--- src/rtl/fft_input_loader.sv ---
// fft_input_loader
//   Streams real-valued time-domain samples into the input RAM of a
//   decimation-in-time FFT core. Samples arrive over a valid/ready handshake,
//   are arithmetically right-shifted by IN_SHIFT, paired with a zero imaginary
//   part and written at bit-reversed addresses. Once a full frame is written
//   the core is started, and the loader waits for its finish indication
//   before accepting the next frame.
//
// Ports
//   clk          : single clock, rising edge
//   rst_n        : asynchronous active-low reset
//   s_valid      : upstream sample valid
//   s_ready      : loader can accept a sample (high only in LOAD)
//   s_data       : signed real sample, DATA_WIDTH bits
//   mem_we       : RAM write enable, one cycle per accepted sample
//   mem_addr     : RAM write address (bit-reversed sample index)
//   mem_wdata    : {re, im}, re in the upper half, im always zero
//   fft_start    : one-cycle start pulse to the FFT core
//   fft_finish   : FFT core finished; only honoured while waiting for it
//   busy         : high whenever the loader is not accepting samples
//   frame_count  : completed frames, wraps 255 -> 0
module fft_input_loader #(
   parameter int N_SAMPLES  = 8,
   parameter int DATA_WIDTH = 16,
   parameter int IN_SHIFT   = 0
) (
   input  logic                      clk,
   input  logic                      rst_n,
   input  logic                      s_valid,
   output logic                      s_ready,
   input  logic [DATA_WIDTH-1:0]     s_data,
   output logic                      mem_we,
   output logic [$clog2(N_SAMPLES)-1:0] mem_addr,
   output logic [2*DATA_WIDTH-1:0]   mem_wdata,
   output logic                      fft_start,
   input  logic                      fft_finish,
   output logic                      busy,
   output logic [7:0]                frame_count
);

   localparam int LOG2N = $clog2(N_SAMPLES);

   typedef enum logic [1:0] {
      LOAD  = 2'd0,
      FLUSH = 2'd1,
      START = 2'd2,
      WAIT  = 2'd3
   } state_t;

   state_t                  state_q, state_d;
   logic [LOG2N-1:0]        cnt_q, cnt_d;
   logic                    mem_we_q, mem_we_d;
   logic [LOG2N-1:0]        mem_addr_q, mem_addr_d;
   logic [2*DATA_WIDTH-1:0] mem_wdata_q, mem_wdata_d;
   logic [7:0]              frame_count_q, frame_count_d;

   logic                    handshake;
   logic [LOG2N-1:0]        cnt_rev;
   logic signed [DATA_WIDTH-1:0] sample_shifted;

   // Arithmetic shift keeps the sign, so negative values round toward -inf.
   assign sample_shifted = $signed(s_data) >>> IN_SHIFT;

   always_comb begin
      cnt_rev = '0;
      for (int unsigned i = 0; i < LOG2N; i++) begin
         cnt_rev[i] = cnt_q[LOG2N-1-i];
      end
   end

   // s_ready is a pure decode of the state register, so the handshake term
   // only feeds next-state logic and never reaches an output combinationally.
   assign handshake = s_valid && (state_q == LOAD);

   always_comb begin
      state_d       = state_q;
      cnt_d         = cnt_q;
      mem_we_d      = 1'b0;
      mem_addr_d    = mem_addr_q;
      mem_wdata_d   = mem_wdata_q;
      frame_count_d = frame_count_q;

      case (state_q)
         LOAD: begin
            if (handshake) begin
               mem_we_d    = 1'b1;
               mem_addr_d  = cnt_rev;
               mem_wdata_d = {sample_shifted, {DATA_WIDTH{1'b0}}};
               if (cnt_q == LOG2N'(N_SAMPLES - 1)) begin
                  cnt_d   = '0;
                  state_d = FLUSH;
               end else begin
                  cnt_d = cnt_q + 1'b1;
               end
            end
         end
         // One idle cycle lets the final write land in RAM before the core starts.
         FLUSH: state_d = START;
         START: state_d = WAIT;
         WAIT: begin
            if (fft_finish) begin
               state_d       = LOAD;
               frame_count_d = frame_count_q + 8'd1;
            end
         end
         default: state_d = LOAD;
      endcase
   end

   always_ff @(posedge clk or negedge rst_n) begin
      if (!rst_n) begin
         state_q       <= LOAD;
         cnt_q         <= '0;
         mem_we_q      <= 1'b0;
         mem_addr_q    <= '0;
         mem_wdata_q   <= '0;
         frame_count_q <= '0;
      end else begin
         state_q       <= state_d;
         cnt_q         <= cnt_d;
         mem_we_q      <= mem_we_d;
         mem_addr_q    <= mem_addr_d;
         mem_wdata_q   <= mem_wdata_d;
         frame_count_q <= frame_count_d;
      end
   end

   assign s_ready     = (state_q == LOAD);
   assign busy        = (state_q != LOAD);
   assign fft_start   = (state_q == START);
   assign mem_we      = mem_we_q;
   assign mem_addr    = mem_addr_q;
   assign mem_wdata   = mem_wdata_q;
   assign frame_count = frame_count_q;

endmodule

--- config.mk ---
export PLATFORM = sky130hd
export DESIGN_NAME = fft_input_loader
export DESIGN_NICKNAME = d
export VERILOG_FILES = /design/src/rtl/fft_input_loader.sv
export SDC_FILE = /design/constraint.sdc
export NUM_CORES = 1
export LEC_CHECK = 0
export ABC_AREA = 1
export ABC_CLOCK_PERIOD_IN_PS = 1890
export BUFFER_PORTS_ARGS = -buffer_cell sky130_fd_sc_hd__clkbuf_2
export CAP_MARGIN = 20
export CORE_MARGIN = 1
export CORE_UTILIZATION = 50
export DETAILED_ROUTE_END_ITERATION = 10
export GPL_ROUTABILITY_DRIVEN = 1
export PLACE_DENSITY_LB_ADDON = 0.1
export REMOVE_ABC_BUFFERS = 1
export SYNTH_ARGS = -nofsm -noshare
export SYNTH_HDL_FRONTEND = slang
export SYNTH_SLANG_ARGS = --single-unit
--- constraint.sdc ---
create_clock -name clk -period 1.89 [get_ports clk]
set_input_delay 0.2835 -clock clk [delete_from_list [all_inputs] [get_ports clk]]
set_output_delay 0.2835 -clock clk [all_outputs]
set_load 0.005 [all_outputs]
==> summary.md, run 1 <==
| Metric | Value |
|---|---|
| Global-route wire length before repair | 4950 µm |
| Switching share of power | 35.4% |
| R2R cell count | 5 |
| Hold endpoint | mem_wdata[21] |
| # diodes | 0 |
| Mapped Cells | 176 |
| Die footprint | 0.00334 mm² |
| Most numerous cell in the Yosys netlist | nand2_1 |
| Std cell rows | 19 |
| Post-synth top area cell | dfrtp_1 |
| Final setup vio count | 0 |
| Synth cell types | 20 |
| Wire per inst | 10.9 µm |
| Area Overhead vs Synth | 19.9% |
| R2r setup slk | 0.28 ns |
| Post-synthesis mux area share | 0.723% |
| Reg2reg end | cnt_q[0] |
| Compound-Gate Fraction of Synth Area | 1.61% |
| Post-synth top area share | 53.1% |
| Via count of the first global-routing pass | 1159 |
| Most instantiated cells after synthesis | 81 x nand2_1, 33 x dfrtp_1, 18 x buf_4 |
| Sw Pwr | 0.000961 W |
| Total iterations of the first detailed-routing run | 7 |
| Tmin final | 1.61 ns |
| Critical R2R Launch | state_q[0] |
| Fmax | 620 MHz |
| Combinational power share | 35.7% |
| Fin cells | 263 |
| FFs w/ async S/R, synth | 100% |
| Power Dens Cells | 1450 mW/mm² |
| Largest net degree at the start of global routing | 34 |
| DR DRC count | 7 |
| RSZ-0062 raised after global routing | no |
| Simple-gate share of the synthesized area | 24.3% |
| Core area | 0.00285 mm² |
| Initial drt markers | 68 |
| # clock sinks | 33 |
| Storage cell area | 826 µm² |
| Depth of the worst hold-timing path | 3 |
| Area occupied by multi-input gates | 597 µm² |
| Antenna violations before repair | 0 |
| Post-Synth XOR/XNOR Area | 2.25% |
| Number of synthesized flops with an enable pin | 0 |
| Vias | 1229 |
| Routed Wire Length | 2870 µm |
| Total track usage | 20.3% |
| Post-synthesis cell area | 0.00156 mm² |
| Critical Path Fanout Max | 23 |
| Clk pwr share | 20.0% |
| Syn_area_per_cell | 8.84 µm² |
| Ys flop type | dfrtp_1 |
| Nets@finish | 258 |
| Longest Clk Path Bufs | 2 |
| Main combinational cell family by area after synthesis | simple AND/OR/NAND/NOR gates |
| Crit path kind | reg2reg |
| Num ports | 67 |
| Clock transition at the registers of the reported paths | 0.09 ns |
| Crit path launch type | flip-flop |
| P_leak | 1.11 nW |
| Cells taking the most area after synthesis | dfrtp_1 53%, nand2_1 20%, buf_4 8.7% |
| Max Cap Viol | 0 |
| Worst setup EP type | flip-flop |
| Slew Viols, Final | 0 |
| Share of layout cells above drive strength 1 | 28.4% |
| Resized Gates After CTS | 0 |
| Final ANT Viol Nets | 0 |
| CP arrival | 1.83 ns |
| Setup_tns | 0 ns |
| Critical path required time | 2.10 ns |
| Status | complete, but fails checks |
| Hpwl dp | 2070 µm |
| Failing checks | design-rule violations |
| Post-Layout Inst Area | 0.00187 mm² |
| Final period util | 85.4% |
| Vias per cell | 4.67 |
| Post-CTS Setup Bufs | 0 |
| RePlAce Congestion | 0.751 |
| Final Hold Fails | 0 |
| Synth Register Bits | 33 |
| Pint | 0.00175 W |
| Post-placement cell count | 254 |
| Worst-skew pair later-pin latency | 0.33 ns |
| Total CTS buffers | 5 |
| CTS tree | yes |
| DIE WIDTH | 57.8 µm |
| Gr ovfl total | 0 |
| H-tree levels | 2 |
| Yosys synthesis warning count | 0 |
| PnR Total Power | 0.00272 W |
| Placed instance area | 0.00177 mm² |
| Starting Density | 54.6% |
| Hold Crit Start | s_data[5] |
| Die height | 57.8 µm |
| Hold crit path type | in2reg |
| Register share of total power | 44.3% |
| Setup Skew | 0.00245 ns |
| Layout fillers | 255 |
| Fraction of the mapped netlist area in adder cells | 5.63% |
| Seq/Total Area, Yosys | 53.1% |
| Buffer type at the clock tree root | clkbuf_4 |
| Worst VDD drop | 896 µV |
| PortBufs | 50 |
## logic make-up after synthesis
kind of cell	count (synthesis)
fa+ha+maj	7
compound gates	5
other cells	1
xor+xnor	4
mux	1
flops	33
buf+inv	32
simple gates	93
## power by group through the flow
| stage | logic, W | clock network [W] | registers, W |
|---|---|---|---|
| 2_1_floorplan | 0.000527 | 0 | 0.00121 |
| 3_3_place_gp | 0.000935 | 0 | 0.00120 |
| 3_5_place_dp | 0.000979 | 0 | 0.00122 |
| 4_1_cts | 0.000992 | 0.000566 | 0.00121 |
| 5_1_grt | 0.00113 | 0.000591 | 0.00125 |
| 6_report | 0.000969 | 0.000544 | 0.00120 |
## worst max-delay path by stage
stage / start / endpoint / slack (ns) / depth (start not counted)
finish: state_q[0] / cnt_q[0] / 0.28 / 5
global route: state_q[1] / cnt_q[0] / 0.07 / 6
detailed placement: state_q[0] / cnt_q[0] / 0.30 / 5
CTS: state_q[0] / cnt_q[0] / 0.27 / 5
floorplan: state_q[0] / cnt_q[0] / 0.31 / 5
global placement: state_q[0] / cnt_q[0] / 0.38 / 5
## metrics by stage
step	util (%)	worst slack, ns	hold slack, ns
global placement	62.1	0.378	0.328
finish	65.4	0.276	0.140
global route	65.4	0.0703	0.119
CTS	65.4	0.265	0.121
detailed placement	62.1	0.297	0.332
floorplan	-	0.310	-0.0121
## registers in the layout, indices dropped and copies added (netlist names)
| signal | cells |
|---|---|
| state_q | 2 |
| cnt_q | 3 |
| frame_count | 8 |
| mem_wdata | 16 |
| mem_addr | 3 |
| mem_we | 1 |
## layout by cell type (no fill, tap or decap), types with 2 or more instances in the layout
cell type,n
inv_1,11
xor2_1,2
o21ai_0,3
nand3_1,2
nand2_2,2
nand2_1,81
dfrtp_1,33
buf_4,2
nor2_4,2
ha_1,7
nor2_1,4
clkbuf_2,50
xnor2_1,2
conb_1,16
clkbuf_4,5
## critical path, cell delays in order (launching register included)
cell and delay (ns):
dfrtp_1 0.41, inv_1 0.12, ha_1 0.22, nand2_1 0.25, inv_2 0.37, o21ai_0 0.13
## layout make-up
| type | instances | area share [%] |
|---|---|---|
| flip-flops and latches | 33 | 44.2 |
| multi-input cells | 126 | 32.0 |
| repair buffers | 53 | 14.7 |
| clock buffers | 7 | 2.95 |
| inverters | 12 | 2.41 |
| well taps | 31 | 2.08 |
| clock inverters | 1 | 1.61 |
## repair_timing
action | in CTS | in global routing
hold buffers | 1 | 0
setup endpoints to repair | 0 | 0
hold endpoints to repair | 33 | 0
## layer usage
metal | global-route usage, % | up-vias | wire length (µm)
met1 | 22.5 | 567 | 1160
met5 | 0 | - | 0
met3 | 7.81 | 4 | 205
met4 | 9.18 | 0 | 48
li1 | - | 606 | -
met2 | 34.7 | 52 | 1450
No activity file was read; power rests on OpenSTA's default activity.
==> run 2, diff against run 1 <==
Settings changed: PLACE_DENSITY_LB_ADDON 0.1 to 0.12.
==> run 2 against run 1 <==
  * Utilization decreased by 0.61 points
  * Worst setup slack better by 0.10 ns
  * Largest power group unchanged
  * Sequential cell count stayed put
  * The run still ends with design-rule violations left
  * Global-route usage shrank 0.19 points
  * Sequential share of layout area rose by 0.42 points
  * Sequential power hardly changed
  * Count of clock-buffer cells in the layout unchanged
  * Critical endpoint is now busy
  * Clock power hardly changed
  * First-iteration DRC count increased by 7.4%
==> summary.md, run 2 (synthesis results as in run 1) <==
| Metric | Value |
|---|---|
| Worst path top cell family by delay | flip-flops |
| Critical path required time | 1.61 ns |
| Resized Gates After CTS | 0 |
| Hold buffer count at CTS | 0 |
| Most common cell after layout, fill and taps aside | nand2_1 |
| RSZ-0062 raised after global routing | no |
| DR DRC count | 5 |
| Worst stage delay on the critical path | 0.41 ns |
| Post-CTS Setup Bufs | 0 |
| DIE WIDTH | 57.8 µm |
| Worst setup EP type | output pin |
| H-tree levels | 2 |
| Failing checks | design-rule violations |
| Buffer type at the clock tree root | clkbuf_4 |
| Share of layout cells above drive strength 1 | 28.3% |
| Final period util | 80.0% |
| Max Cap Viol | 0 |
| P_leak | 1.10 nW |
| Most frequent cells in the layout | 81 x nand2_1, 50 x clkbuf_2, 33 x dfrtp_1, 16 x conb_1, 11 x inv_1 |
| Wire per inst | 10.7 µm |
| Slew Viols, Final | 0 |
| Setup_tns | 0 ns |
| Worst-skew pair later-pin latency | 0.33 ns |
| Starting Density | 54.6% |
| Worst VDD drop | 775 µV |
| Tmin final | 1.51 ns |
| Largest net degree at the start of global routing | 34 |
| R2R cell count | 5 |
| Num ports | 67 |
| Fmax | 661 MHz |
| Setup Skew | 0.00535 ns |
| Final Hold Fails | 0 |
| Total iterations of the first detailed-routing run | 9 |
| Antenna violations before repair | 0 |
| Die footprint | 0.00334 mm² |
| Gr ovfl total | 0 |
| Buf+Inv Stages, Crit Path | 3 |
| Worst relative slew slack | 45.8% |
| Via count of the first global-routing pass | 1154 |
| PnR Total Power | 0.00271 W |
| Die height | 57.8 µm |
| Top cell by count, worst path | inv_1 |
| Hpwl dp | 2110 µm |
| Hold crit path type | in2async |
| Vias per cell | 4.72 |
| Vias | 1233 |
| CP arrival | 1.23 ns |
| CP Cell Sequence | inv_1 > ha_1 > inv_1 > clkbuf_2 |
| Total track usage | 20.1% |
| # clock sinks | 33 |
| Global-route wire length before repair | 4950 µm |
| Critical Path Fanout Max | 4 |
| Max reg flops | 16 |
| Final setup vio count | 0 |
| CTS tree | yes |
| PortBufs | 50 |
| Slowest-stage cell, CP | dfrtp_1 |
| Area Overhead vs Synth | 18.8% |
| Power Dens Cells | 1460 mW/mm² |
| Core area | 0.00285 mm² |
| Final ANT Viol Nets | 0 |
| Initial drt markers | 73 |
| Crit path kind | reg2out |
| Longest Clk Path Bufs | 2 |
| Routed Wire Length | 2800 µm |
| Nets@finish | 256 |
| Status | complete, but fails checks |
| # diodes | 0 |
| Crit path depth | 4 |
| Slew @ Worst Pin | 0.812 ns |
| Std cell rows | 19 |
| Clock transition at the registers of the reported paths | 0.09 ns |
| Total CTS buffers | 5 |
| Crit path launch type | flip-flop |
| RePlAce Congestion | 0.731 |
-- run 2: cell count changes in the layout (fill, tap and decap cells not counted) --
cell	before	now
buf_4	2	1
dlygate4sd3_1	1	0
-- run 2: cell type report --
type,count,area [µm²]
inverter,12,45.0
fill,270,1000
tap,31,38.8
timing repair buffer,51,258
multi-input combinational,126,597
clock buffer,7,55.1
sequential,33,826
clock inverter,1,30.0
-- run 2: path summary, 6_finish.rpt --
kind,start,endpoint,slack (ns)
worst max-delay path,state_q[0],busy,0.38
worst min-delay path,rst_n,frame_count[0],0.03
worst max register to register,state_q[0],cnt_q[0],0.45
worst min register to register,mem_wdata[18],mem_wdata[18],0.49
max in group asynchronous,rst_n,cnt_q[1],1.35
min in group clk,s_data[1],mem_wdata[17],0.14
-- run 2: routing by layer --
metal	GRT usage, %	wire length [µm]
met1	23.6	1130
met2	34.4	1440
met3	7.59	203
met4	6.12	25
met5	0	0
-- run 2: metrics by stage --
| stage | area, µm² | util (%) | std cells | setup slack, ns | hold slack, ns |
|---|---|---|---|---|---|
| floorplan | 1470 | - | 171 | 0.310 | -0.0121 |
| global placement | 1760 | 61.8 | 253 | 0.586 | 0.402 |
| detailed placement | 1760 | 61.8 | 253 | 0.454 | 0.421 |
| CTS | 1850 | 64.8 | 261 | 0.359 | 0.0474 |
| global route | 1850 | 64.8 | 261 | 0.267 | 0.0565 |
| finish | 1850 | 64.8 | 261 | 0.377 | 0.0269 |
-- run 2: power breakdown --
group	internal, W	switching (W)
clock network	0.000316	0.000225
logic	0.000436	0.000526
registers	0.000999	0.000202
==> run 3, diff against run 2 <==
Settings changed: ABC_CLOCK_PERIOD_IN_PS 1890 to 1470, CORE_UTILIZATION 50 to 47.
Clock period 1.89 ns to 1.47 ns, I/O delays scaled along.
==> run 3 against run 2 <==
  * The run now ends clean
  * Power is 27% higher
  * Critical path type unchanged
  * Wire length is 0.46% lower
  * Clock power is 5.2% higher
  * Sequential cell count stayed put
  * Cell count is 6.5% higher
  * Die area is 6.1% higher
  * Non-clock buffer count is 4 higher
  * Count of clock-buffer cells in the layout stayed put
  * Critical endpoint unchanged
  * Largest power group unchanged
==> summary.md, run 3 (synthesis results as in run 1) <==
| Metric | Value |
|---|---|
| Initial drt markers | 31 |
| DR DRC count | 0 |
| Most common cell after layout, fill and taps aside | nand2_1 |
| Starting Density | 50.2% |
| Setup_tns | 0 ns |
| Combinational power share | 38.2% |
| Dpl ws | 0.0432 ns |
| Buffer type at the clock tree root | clkbuf_4 |
| PortBufs | 50 |
| Setup Skew | 0.00677 ns |
| Crit path launch type | flip-flop |
| Status | finished clean |
| Clock transition at the registers of the reported paths | 0.10 ns |
| Tmin final | 1.40 ns |
| Final Hold Fails | 0 |
| Critical path required time | 1.25 ns |
| Vias | 1230 |
| Worst setup EP type | output pin |
| Via count of the first global-routing pass | 1102 |
| Die footprint | 0.00355 mm² |
| Final ANT Viol Nets | 0 |
| Max Cap Viol | 0 |
| CTS tree | yes |
| RePlAce Congestion | 0.661 |
| Worst VDD drop | 843 µV |
| DIE WIDTH | 59.5 µm |
| Largest net degree at the start of global routing | 34 |
| Longest Clk Path Bufs | 2 |
| Die height | 59.5 µm |
| Gr ovfl total | 0 |
| Hpwl dp | 2130 µm |
| RSZ-0062 raised after global routing | no |
| Total CTS buffers | 5 |
| Slew Viols, Final | 0 |
| Vias per cell | 4.42 |
| Register share of total power | 45.2% |
| Crit path kind | reg2out |
| CP arrival | 1.18 ns |
| Post-placement cell count | 268 |
| Area Overhead vs Synth | 21.9% |
| P_leak | 1.11 nW |
| Core area | 0.00310 mm² |
| Switching share of power | 36.5% |
| Clk pwr share | 16.6% |
| Num ports | 67 |
| Final period util | 95.4% |
| Routed Wire Length | 2790 µm |
| Wire per inst | 10.0 µm |
| # diodes | 0 |
| Most frequent cells in the layout | 81 x nand2_1, 50 x clkbuf_2, 33 x dfrtp_1, 16 x conb_1, 10 x inv_1 |
| Final setup margin | 0.0671 ns |
| Max reg flops | 16 |
| Total iterations of the first detailed-routing run | 4 |
| Critical Path Fanout Max | 4 |
| Final setup vio count | 0 |
| H-tree levels | 2 |
| # clock sinks | 33 |
| Sw Pwr | 0.00125 W |
| Fmax | 713 MHz |
| Nets@finish | 260 |
| Pint | 0.00218 W |
| Antenna violations before repair | 0 |
| Total track usage | 17.9% |
| Power Dens Cells | 1810 mW/mm² |
| Worst-skew pair later-pin latency | 0.33 ns |
| Global-route wire length before repair | 4570 µm |
| Share of layout cells above drive strength 1 | 30.3% |
| Fin cells | 278 |
| Std cell rows | 20 |
| Hold crit path type | in2reg |
## run 3: what timing repair did
action / 4_1_cts / 5_1_grt
resized for setup: 2 / 3
setup buffers: 0 / 1
endpoints found under the hold margin: 33 / 0
endpoints found under the setup margin: 1 / 21
hold buffers: 1 / 0
## run 3: cell type report
type	count	area [µm²]
repair buffers	55	290
fillers	290	1200
inverters	12	47.5
multi-input cells	126	609
clock buffers	7	65.1
flip-flops and latches	33	826
well taps	44	55.1
clock inverters	1	5.00
## run 3: worst max-delay path, cell delays in order, from the launching register on
cell	delay [ns]
dfrtp_1	0.41
inv_1	0.14
ha_4	0.16
inv_1	0.04
clkbuf_2	0.10
## run 3: worst paths after layout
check	from	endpoint	slack, ns	cells after the start
min reg2reg	mem_wdata[19]	mem_wdata[19]	0.49	2
min in group asynchronous	rst_n	frame_count[1]	0.43	3
max in group asynchronous	rst_n	mem_wdata[20]	0.74	3
max	state_q[1]	busy	0.07	4
min	s_data[2]	mem_wdata[18]	0.08	3
max reg2reg	state_q[1]	frame_count[1]	0.14	4
## run 3: power by group through the flow
stage / Clock (W) / Combinational (W) / Sequential (W)
after global routing: 0.000633 / 0.00154 / 0.00160
final: 0.000569 / 0.00131 / 0.00155
after CTS: 0.000595 / 0.00129 / 0.00156
after global placement: 0 / 0.00121 / 0.00154
after detailed placement: 0 / 0.00129 / 0.00156
after floorplan: 0 / 0.000678 / 0.00155
## run 3: routing by layer
metal	vias up	routed length, µm	part of all wire, %	global-route usage, %
li1	610	-	-	-
met1	571	1150	41	20.7
met2	44	1420	51	29.9
met3	5	179	6.4	6.99
met4	0	41	1.5	6.98
met5	-	0	0	0
## run 3: through the flow
step / utilization [%] / hold WS [ns] / area, µm² / power [W]
after floorplan: - / -0.0751 / 1470 / 0.00223
after global placement: 57.9 / 0.265 / 1800 / 0.00275
after detailed placement: 57.9 / 0.270 / 1800 / 0.00285
after CTS: 60.5 / 0.0592 / 1880 / 0.00344
after global routing: 61.2 / 0.0554 / 1900 / 0.00377
final: 61.2 / 0.0770 / 1900 / 0.00343
